File: src/rtl/speed_meter_pkg.sv
// Shared types for the speed meter: FSM state encoding (doubles as the led code)
// and the divider numerator width helper.
package speed_meter_pkg;

    typedef enum logic [2:0] {
        ST_IDLE   = 3'b000,
        ST_ARMED  = 3'b001,
        ST_DIVIDE = 3'b010,
        ST_SHOW   = 3'b100
    } state_t;

    function automatic int num_width(input int dist_w, input int tick_hz);
        return dist_w + $clog2(tick_hz + 1);
    endfunction

endpackage

File: src/rtl/udiv_seq.sv
// Restoring unsigned divider, one quotient bit per cycle; the numerator shifts out
// of the quotient register as quotient bits shift in.
module udiv_seq #(
    parameter int N_W = 18,
    parameter int D_W = 16
) (
    input  logic           clk,
    input  logic           rst,
    input  logic           start,
    input  logic [N_W-1:0] num,
    input  logic [D_W-1:0] den,
    output logic           busy,
    output logic           done,
    output logic [N_W-1:0] quot,
    output logic           div0
);

    localparam int C_W = $clog2(N_W + 1);

    logic [D_W-1:0] den_r;
    logic [D_W-1:0] rem;
    logic [C_W-1:0] cnt;
    logic [D_W:0]   trial;

    assign trial = {rem, quot[N_W-1]};

    always_ff @(posedge clk) begin
        if (rst) begin
            busy  <= 1'b0;
            done  <= 1'b0;
            div0  <= 1'b0;
            quot  <= '0;
            rem   <= '0;
            den_r <= '0;
            cnt   <= '0;
        end else begin
            done <= 1'b0;
            if (start) begin
                quot  <= num;
                rem   <= '0;
                den_r <= den;
                cnt   <= C_W'(N_W);
                div0  <= (den == '0);
                busy  <= (den != '0);
            end else if (busy) begin
                if (trial >= {1'b0, den_r}) begin
                    rem  <= D_W'(trial - {1'b0, den_r});
                    quot <= {quot[N_W-2:0], 1'b1};
                end else begin
                    rem  <= trial[D_W-1:0];
                    quot <= {quot[N_W-2:0], 1'b0};
                end
                cnt <= cnt - C_W'(1);
                if (cnt == C_W'(1)) begin
                    busy <= 1'b0;
                    done <= 1'b1;
                end
            end
        end
    end

endmodule

File: src/rtl/speed_meter.sv
// Two-point speed measurement: debounced key captures, prescaled interval timer,
// |d2-d1|*TICK_HZ/ticks via sequential divider, manual or sliding-window auto mode.
module speed_meter
    import speed_meter_pkg::*;
#(
    parameter int DIST_W     = 14,
    parameter int CLK_HZ     = 100_000_000,
    parameter int TICK_HZ    = 100,
    parameter int TIME_W     = 16,
    parameter int AUTO_TICKS = 50,
    parameter int DEB_CYC    = 1_000_000
) (
    input  logic              clk,
    input  logic              rst,
    input  logic              key,
    input  logic              mode,
    input  logic [DIST_W-1:0] distance,
    output logic [2:0]        led,
    output logic [DIST_W-1:0] tube_data,
    output logic [DIST_W-1:0] speed,
    output logic              dir,
    output logic              speed_valid,
    output logic              err_time
);

    localparam int NUM_W   = num_width(DIST_W, TICK_HZ);
    localparam int PRE_DIV = CLK_HZ / TICK_HZ;
    localparam int PRE_W   = $clog2(PRE_DIV);
    localparam int DEB_W   = $clog2(DEB_CYC + 1);

    state_t              state, state_next;
    logic                key_s1, key_s2, press;
    logic [DEB_W-1:0]    deb_cnt;
    logic [PRE_W-1:0]    presc;
    logic                tick;
    logic                mode_r;
    logic [DIST_W-1:0]   d1, d2, delta;
    logic [TIME_W-1:0]   elapsed;
    logic [NUM_W-1:0]    num, quot;
    logic                cap1, cap2, slide, finish;
    logic                div_busy, div_done, div0;

    always_ff @(posedge clk) begin
        if (rst) begin
            key_s1  <= 1'b1;
            key_s2  <= 1'b1;
            deb_cnt <= '0;
            press   <= 1'b0;
        end else begin
            key_s1 <= key;
            key_s2 <= key_s1;
            press  <= 1'b0;
            if (key_s2) begin
                deb_cnt <= '0;
            end else if (deb_cnt != DEB_W'(DEB_CYC)) begin
                deb_cnt <= deb_cnt + DEB_W'(1);
                press   <= (deb_cnt == DEB_W'(DEB_CYC - 1));
            end
        end
    end

    assign tick = (presc == PRE_W'(PRE_DIV - 1));

    always_ff @(posedge clk) begin
        if (rst || cap1 || cap2 || slide || tick) presc <= '0;
        else                                      presc <= presc + PRE_W'(1);
    end

    always_comb begin
        state_next = state;
        cap1       = 1'b0;
        cap2       = 1'b0;
        slide      = 1'b0;
        finish     = 1'b0;
        case (state)
            ST_IDLE: if (press) begin
                cap1       = 1'b1;
                state_next = ST_ARMED;
            end
            ST_ARMED: begin
                if (mode_r) begin
                    if (press) begin
                        state_next = ST_IDLE;
                    end else if (elapsed >= TIME_W'(AUTO_TICKS)) begin
                        cap2       = 1'b1;
                        state_next = ST_DIVIDE;
                    end
                end else if (press) begin
                    cap2       = 1'b1;
                    state_next = ST_DIVIDE;
                end
            end
            ST_DIVIDE: if (div0 || (div_done && !div_busy)) begin
                finish     = 1'b1;
                state_next = ST_SHOW;
            end
            ST_SHOW: begin
                if (press) begin
                    state_next = ST_IDLE;
                end else if (mode_r) begin
                    slide      = 1'b1;
                    state_next = ST_ARMED;
                end
            end
            default: state_next = ST_IDLE;
        endcase
    end

    // Numerator comes from the live distance so the divider loads on the same edge that captures d2.
    always_comb begin
        delta = (distance >= d1) ? (distance - d1) : (d1 - distance);
        num   = NUM_W'(delta) * NUM_W'(TICK_HZ);
    end

    udiv_seq #(
        .N_W(NUM_W),
        .D_W(TIME_W)
    ) u_div (
        .clk  (clk),
        .rst  (rst),
        .start(cap2),
        .num  (num),
        .den  (elapsed),
        .busy (div_busy),
        .done (div_done),
        .quot (quot),
        .div0 (div0)
    );

    always_ff @(posedge clk) begin
        if (rst) begin
            state       <= ST_IDLE;
            mode_r      <= 1'b0;
            d1          <= '0;
            d2          <= '0;
            elapsed     <= '0;
            speed       <= '0;
            dir         <= 1'b0;
            speed_valid <= 1'b0;
            err_time    <= 1'b0;
        end else begin
            state       <= state_next;
            speed_valid <= 1'b0;
            if (cap1) begin
                d1       <= distance;
                elapsed  <= '0;
                mode_r   <= mode;
                err_time <= 1'b0;
            end else if (slide) begin
                d1      <= d2;
                elapsed <= '0;
            end else if (state == ST_ARMED && tick && elapsed != '1) begin
                elapsed <= elapsed + TIME_W'(1);
            end
            if (cap2) d2 <= distance;
            if (finish) begin
                speed_valid <= 1'b1;
                dir         <= (d2 < d1);
                if (div0) begin
                    speed    <= '1;
                    err_time <= 1'b1;
                end else if (|quot[NUM_W-1:DIST_W]) begin
                    speed <= '1;
                end else begin
                    speed <= quot[DIST_W-1:0];
                end
            end
        end
    end

    assign led = state;

    always_comb begin
        case (state)
            ST_ARMED:  tube_data = d1;
            ST_DIVIDE: tube_data = d2;
            default:   tube_data = speed;
        endcase
    end

endmodule
File: config.mk
export PLATFORM = sky130hd
export DESIGN_NAME = speed_meter
export DESIGN_NICKNAME = d
export VERILOG_FILES = /design/src/rtl/speed_meter_pkg.sv /design/src/rtl/udiv_seq.sv /design/src/rtl/speed_meter.sv
export SDC_FILE = /design/constraint.sdc
export NUM_CORES = 1
export LEC_CHECK = 0
export CAP_MARGIN = 20
export CORE_UTILIZATION = 40
export CTS_CLUSTER_SIZE = 12
export DETAILED_ROUTE_END_ITERATION = 6
export MAX_ROUTING_LAYER = met4
export PLACE_DENSITY = 0.63
export REMOVE_ABC_BUFFERS = 1
export SYNTH_ARGS = -nofsm -noshare
export SYNTH_HDL_FRONTEND = slang
export SYNTH_HIERARCHICAL = 1
export SYNTH_SLANG_ARGS = --single-unit
File: constraint.sdc
create_clock -name clk -period 15.5 [get_ports clk]
set_input_delay 1.55 -clock clk [delete_from_list [all_inputs] [get_ports clk]]
set_output_delay 1.55 -clock clk [all_outputs]
set_load 0.02 [all_outputs]
==> run metrics, run 1 <==
outcome completed; initial DRC count 577; CTS Buf Count 17; # port buffers between 50 and 60; clock slew at reported path FFs around 0.070 ns; Worst-Skew Late Latency 0.44 ns; DR pass1 iterations 5; largest net degree at the start of global routing 66; Pleak 4.94 nW; dpl hpwl 19300 um; Finished Layout Cells between 1500 and 2000; Post-synth EDFFs 0; CTS tree yes; gr usage total approximately a fifth; clk root buf clkbuf_16; Synth Area in XOR/XNOR 6.99%; CP Data Required Time 15.80 ns; fmax 0.138 GHz; Sink Count 169; Routed Antenna Nets 0; final period utilization 46.7%; post-synthesis adder-cell area fraction between 10% and 20%; placed cell count 1739; crit path max fanout 12; final net count 1525; chip height 169 um; largest cells by area after synthesis dfxtp_1 30%, ha_1 12%, mux2i_1 7.9%, nor2_1 7.7%, a21oi_1 3.9%; Clock power frac a little under two fifths; MaxCap Viol Count 0; initial antenna violation count 0; total grt overflow 0; cell taking the most area after synthesis dfxtp_1; unrepaired setup endpoints after global routing false; Area growth, synth to finish 12.8%; cell area after synthesis approximately 0.011 mm2; drt via density 5.24; Yosys warnings 6; slew margin rel. between 20% and 30%; critical path arrival 7.54 ns; sequential share of power approximately a third; drt wl/cell 14.7 um; CTS Buffer Depth 2; vias in the first global route about 8600; Initial Util about two fifths; setup TNS 0 ns; FF+latch count, synth 169; CTS H-tree depth 4; top-area cell type share of the netlist area 30.4%; share of flip-flops with an asynchronous set or reset 0%; I/O pin cnt 52; post-CTS setup buffer count 0; final WL 26100 um; Hold Slack 0.417 ns; Worst Hold Class register to register; mux cell area share after synthesis 8.00%; CP endpoint kind register; PD cells 98.4 mW/mm2; gpl congestion 0.919; top post-synthesis cells by count 228 x nor2_1, 169 x dfxtp_1, 109 x ha_1; largest family of logic cells by synthesized area simple AND/OR/NAND/NOR gates; critical path launch point type input pin; critical path class input pin to register; Mapped Cells 1366; clock period minus worst slack approximately 7.2 ns; Vias a little over 9000; Int Pwr about 0.00084 W; Post-Synth Simple-Gate Area 21.8%; Fin. Hold Viols 0; Core Rows 60; register area share after synthesis 30.4%; first-pass GRT wire length 43000 um; Worst IR Drop VDD ~0.086 mV; Worst Tran Pin Value 1.08 ns; # DRC 0; share of layout cells above drive strength 1 4.93%; Netlist cell types 70; combinational power share around 28%; Die ar. 0.0285 mm2; ant diodes 0; Slew Viols, Final 0; CORE AREA 0.0272 mm2; Avg Cell Area, Syn 8.16 um2; Gates resized, CTS repair 0; Compound-Gate Fraction of Synth Area between 10% and 20%; setup violators final 0; Switch Pwr 0.000402 W; Hold-fix buffers, CTS 0; sw frac about 32%; Main synth FF type dfxtp_1; Die Span X 169 um; top-count cell post-synth nor2_1; final setup skew 0.00987 ns
==> layout by cell type (no fill, tap or decap), types with 16 or more instances in the layout <==
| cell type | instances |
|---|---|
| nor2_1 | 227 |
| dfxtp_1 | 168 |
| ha_1 | 109 |
| inv_1 | 97 |
| nand2_1 | 90 |
| mux2i_1 | 88 |
| a21oi_1 | 87 |
| clkdlybuf4s50_1 | 50 |
| xor2_1 | 46 |
| xnor2_1 | 43 |
| nand3_1 | 38 |
| o21ai_0 | 32 |
| nor3_1 | 32 |
| a211oi_1 | 26 |
| a21o_1 | 20 |
| clkbuf_16 | 17 |
| nand4_1 | 16 |
==> worst max-delay path, stage by stage <==
cell and delay (ns):
clkdlybuf4s50_1 0.54, inv_1 0.06, ha_1 0.22, fa_1 0.38, inv_1 0.07, a21oi_1 0.10
o311ai_1 0.35, o31ai_1 0.14, o21bai_1 0.15, buf_4 0.25, mux2i_1 0.36, xor2_1 0.27
ha_1 0.28, ha_1 0.28, inv_1 0.05, fa_1 0.52, inv_1 0.04, ha_1 0.37
a2111o_1 0.44, a21oi_1 0.18, o31ai_1 0.19, nor4b_1 0.19, or3_1 0.34, a21oi_1 0.14
nor2_1 0.05
==> cell families (layout without fill, tap and decap cells) <==
family                     count (synthesis)  after routing
muxes                                     89             89
DFF                                      169            169
AOI/OAI and AO/OA                        230            230
buffers and inverters                    157            189
xor gates and xnor gates                  89             89
and+or+nand+nor                          510            510
other                                      1              2
adders and majority gates                121            121
==> cell type report <==
cell class	count	area [um2]
clock inverter	15	190
timing repair buffer	60	576
tap	372	465
sequential	169	3380
clock buffer	17	425
inverter	97	364
multi-input combinational	1041	7170
fill	2739	14600
==> layer usage <==
layer,part of all wire (%),global-route usage (%)
met1,49,25.7
met2,45,29.8
met3,3.9,3.25
met4,1.6,5.57
met5,0,-
==> stage by stage <==
step                cell area (um2)  total power [W]  util, %  setup slack, ns
floorplan                     10900         0.000706        -             8.28
global placement              12000         0.000784     44.0             8.00
detailed placement            12000         0.000788     44.0             7.89
CTS                           12600          0.00125     46.3             8.33
global route                  12600          0.00131     46.3             7.88
finish                        12600          0.00124     46.3             8.26
==> path summary, 6_finish.rpt <==
path | from | end | slack (ns) | cells after the start
setup / recovery | distance[0] | u_div/quot[20]$_SDFFE_PP0P_ | 8.26 | 25
setup reg to reg | d1[0]$_SDFFE_PP0P_ | u_div/quot[20]$_SDFFE_PP0P_ | 9.62 | 23
hold / removal | key_s1$_SDFF_PP1_ | key_s2$_SDFF_PP1_ | 0.42 | 1
hold reg to reg | key_s1$_SDFF_PP1_ | key_s2$_SDFF_PP1_ | 0.42 | 1
==> power groups by stage <==
stage / sequential, W / combinational, W / clock [W]
finish: 0.000436 / 0.000345 / 0.000458
floorplan: 0.000445 / 0.000260 / 0
global route: 0.000435 / 0.000390 / 0.000486
CTS: 0.000436 / 0.000346 / 0.000468
detailed placement: 0.000446 / 0.000342 / 0
global placement: 0.000446 / 0.000339 / 0
==> sequential cells by signal (all words and copies together), names as in the netlist, 3 cells and up <==
| signal | count |
|---|---|
| d1 | 14 |
| d2 | 14 |
| deb_cnt | 20 |
| elapsed | 16 |
| led | 3 |
| presc | 20 |
| speed | 14 |
| u_div/cnt | 5 |
| u_div/den_r | 16 |
| u_div/quot | 21 |
| u_div/rem | 16 |
Note: power is estimated with default switching activity, not from simulation.
==> run 2: changes to the inputs <==
Clock period 15.5 ns to 7.4 ns, I/O delays scaled along.
==> run 2 against run 1 <==
Via count is 0.47% lower. Die area stayed put. Power is 110% higher. Critical endpoint unchanged.
==> run metrics, run 2 (synthesis results as in run 1) <==
outcome completed (unchanged); Die ar. 0.0285 mm2 (unchanged); first-pass GRT wire length 43900 um (was 43000 um); # DRC 0 (unchanged); Hold Crit Start key_s1$_SDFF_PP1_ (unchanged); Sink Count 169 (unchanged); setup TNS 0 ns (unchanged); CORE AREA 0.0272 mm2 (unchanged); critical path class input pin to register (unchanged); CTS Buf Count 17 (unchanged); clk root buf clkbuf_16 (unchanged); Worst Hold Class register to register (unchanged); final period utilization 87.8%; initial DRC count 581 (was 577); total grt overflow 0 (unchanged); Worst R2R Path Depth 24 (was 23); I/O pin cnt 52 (unchanged); CTS Buffer Depth 2 (unchanged); Core Util, Final 46.3% (about the same); clock period minus worst slack 6.50 ns; Worst Tran Pin Value 1.06 ns (was 1.08 ns); final net count 1525 (unchanged); Hold Path Sink key_s2$_SDFF_PP1_ (unchanged); DR pass1 iterations 5 (unchanged); dpl hpwl 19500 um (was 19300 um); register with the most flip-flops u_div/quot (unchanged); max reg flops 21 (unchanged); Area growth, synth to finish 13.0% (was 12.8%); Initial Util 41.0% (unchanged); final setup skew 0.0121 ns (was 0.00987 ns); final WL 26500 um (was 26100 um); CTS H-tree depth 4 (unchanged); reg2reg start d1[0]$_SDFFE_PP0P_ (unchanged); # port buffers 51 (unchanged); Worst IR Drop VDD 0.163 mV (was 0.0863 mV); gr usage total 19.7% (was 19.3%); Vias 9244 (was 9288); PD cells 209 mW/mm2 (was 98.4 mW/mm2); crit path from distance[0] (unchanged); Worst R2R End u_div/quot[20]$_SDFFE_PP0P_ (unchanged); CTS tree yes (unchanged); Pleak 4.96 nW (was 4.94 nW); Core Rows 60 (unchanged); gpl congestion 0.890 (was 0.919); reg2reg setup slack 1.45 ns (was 9.62 ns); unrepaired setup endpoints after global routing false (unchanged); Gates resized, CTS repair 0 (unchanged); initial antenna violation count 0 (unchanged); MaxCap Viol Count 0 (unchanged); commonest cells after routing, fill and taps aside 227 x nor2_1, 168 x dfxtp_1, 109 x ha_1, 97 x inv_1, 90 x nand2_1 (unchanged); setup violators final 0 (unchanged); Hold Slack 0.408 ns (was 0.417 ns); Largest regs u_div/quot: 21 flops, deb_cnt: 20 flops, presc: 20 flops (unchanged); chip height 169 um (unchanged); Hold-fix buffers, CTS 0 (unchanged); ant diodes 0 (unchanged); Routed Antenna Nets 0 (unchanged); critical path arrival 6.80 ns (was 7.54 ns); CP Data Required Time 7.71 ns (was 15.80 ns); Die Span X 169 um (unchanged); drt via density 5.22 (was 5.24); crit path max fanout 12 (unchanged); Slew Viols, Final 0 (unchanged); vias in the first global route 8651 (was 8617); post-CTS setup buffer count 0 (unchanged); Fin. Hold Viols 0 (unchanged); Worst-Skew Late Latency 0.45 ns (was 0.44 ns); CP endpoint kind register (unchanged); slew margin rel. 29.4% (was 27.8%); most common cell after layout, fill and taps aside nor2_1 (unchanged); Hold Path Stages 1 (unchanged); critical path launch point type input pin (unchanged); drt wl/cell 15.0 um (was 14.7 um); largest net degree at the start of global routing 67 (was 66); fmax about 0.15 GHz; share of layout cells above drive strength 1 4.93% (unchanged); clock slew at reported path FFs 0.07 ns (about the same)
[run 2: cell count changes in the layout (fill, tap and decap cells not counted), sizes merged]
cell	before	now
clkinvlp	3	1
bufinv	3	4
clkinv	3	4
[run 2: layout make-up]
cell class	count	area, um2
Clock buffer	17	425
Clock inverter	15	210
Fill cell	2725	14600
Inverter	97	364
Multi-Input combinational cell	1041	7170
Sequential cell	169	3380
Tap cell	372	465
Timing Repair Buffer	60	576
[run 2: how the worst max path moves through the flow]
| stage | end | depth (start not counted) |
|---|---|---|
| after floorplan | u_div/quot[18]$_SDFFE_PP0P_ | 23 |
| after global placement | u_div/quot[20]$_SDFFE_PP0P_ | 25 |
| after detailed placement | u_div/quot[20]$_SDFFE_PP0P_ | 26 |
| after CTS | u_div/quot[20]$_SDFFE_PP0P_ | 26 |
| after global routing | u_div/quot[20]$_SDFFE_PP0P_ | 26 |
| final | u_div/quot[20]$_SDFFE_PP0P_ | 26 |
[run 2: report_power, final]
| group | internal (W) | leakage, nW | switching, W |
|---|---|---|---|
| clock network | 0.000573 | 0.311 | 0.000413 |
| logic | 0.000304 | 3.29 | 0.000437 |
| registers | 0.000911 | 1.36 | 0.00000141 |
[run 2: per-layer routing]
layer / vias up / track usage [%] / wire length [um]
met3: 25 / 4.19 / 953
met2: 135 / 30.0 / 11800
met4: 0 / 4.66 / 318
met5: - / - / 0
met1: 4313 / 26.5 / 13400
li1: 4771 / - / -
[run 2: stage by stage]
stage               setup slack [ns]  instance area [um2]  std cells  total power (W)
detailed placement             0.548                12000       1739          0.00166
floorplan                      0.988                10900       1307          0.00148
global placement               0.692                12000       1739          0.00165
CTS                            0.958                12600       1771          0.00266
global route                   0.455                12600       1771          0.00279
finish                         0.904                12600       1771          0.00264
[run 2: critical path: stages]
cell and delay [ns]:
clkdlybuf4s50_1 0.54, inv_1 0.06, ha_1 0.22, fa_1 0.40, inv_1 0.07, a21oi_1 0.09
o311ai_1 0.35, o31ai_1 0.13, o21bai_1 0.16, buf_4 0.26, mux2i_1 0.26, xor2_1 0.39
ha_1 0.32, ha_1 0.28, inv_1 0.05, fa_1 0.54, inv_1 0.04, ha_1 0.36
o21ai_0 0.11, nand2b_1 0.09, a21oi_1 0.08, o31ai_1 0.58, nor2_1 0.10, or3_1 0.38
a21oi_1 0.15, nor2_1 0.05
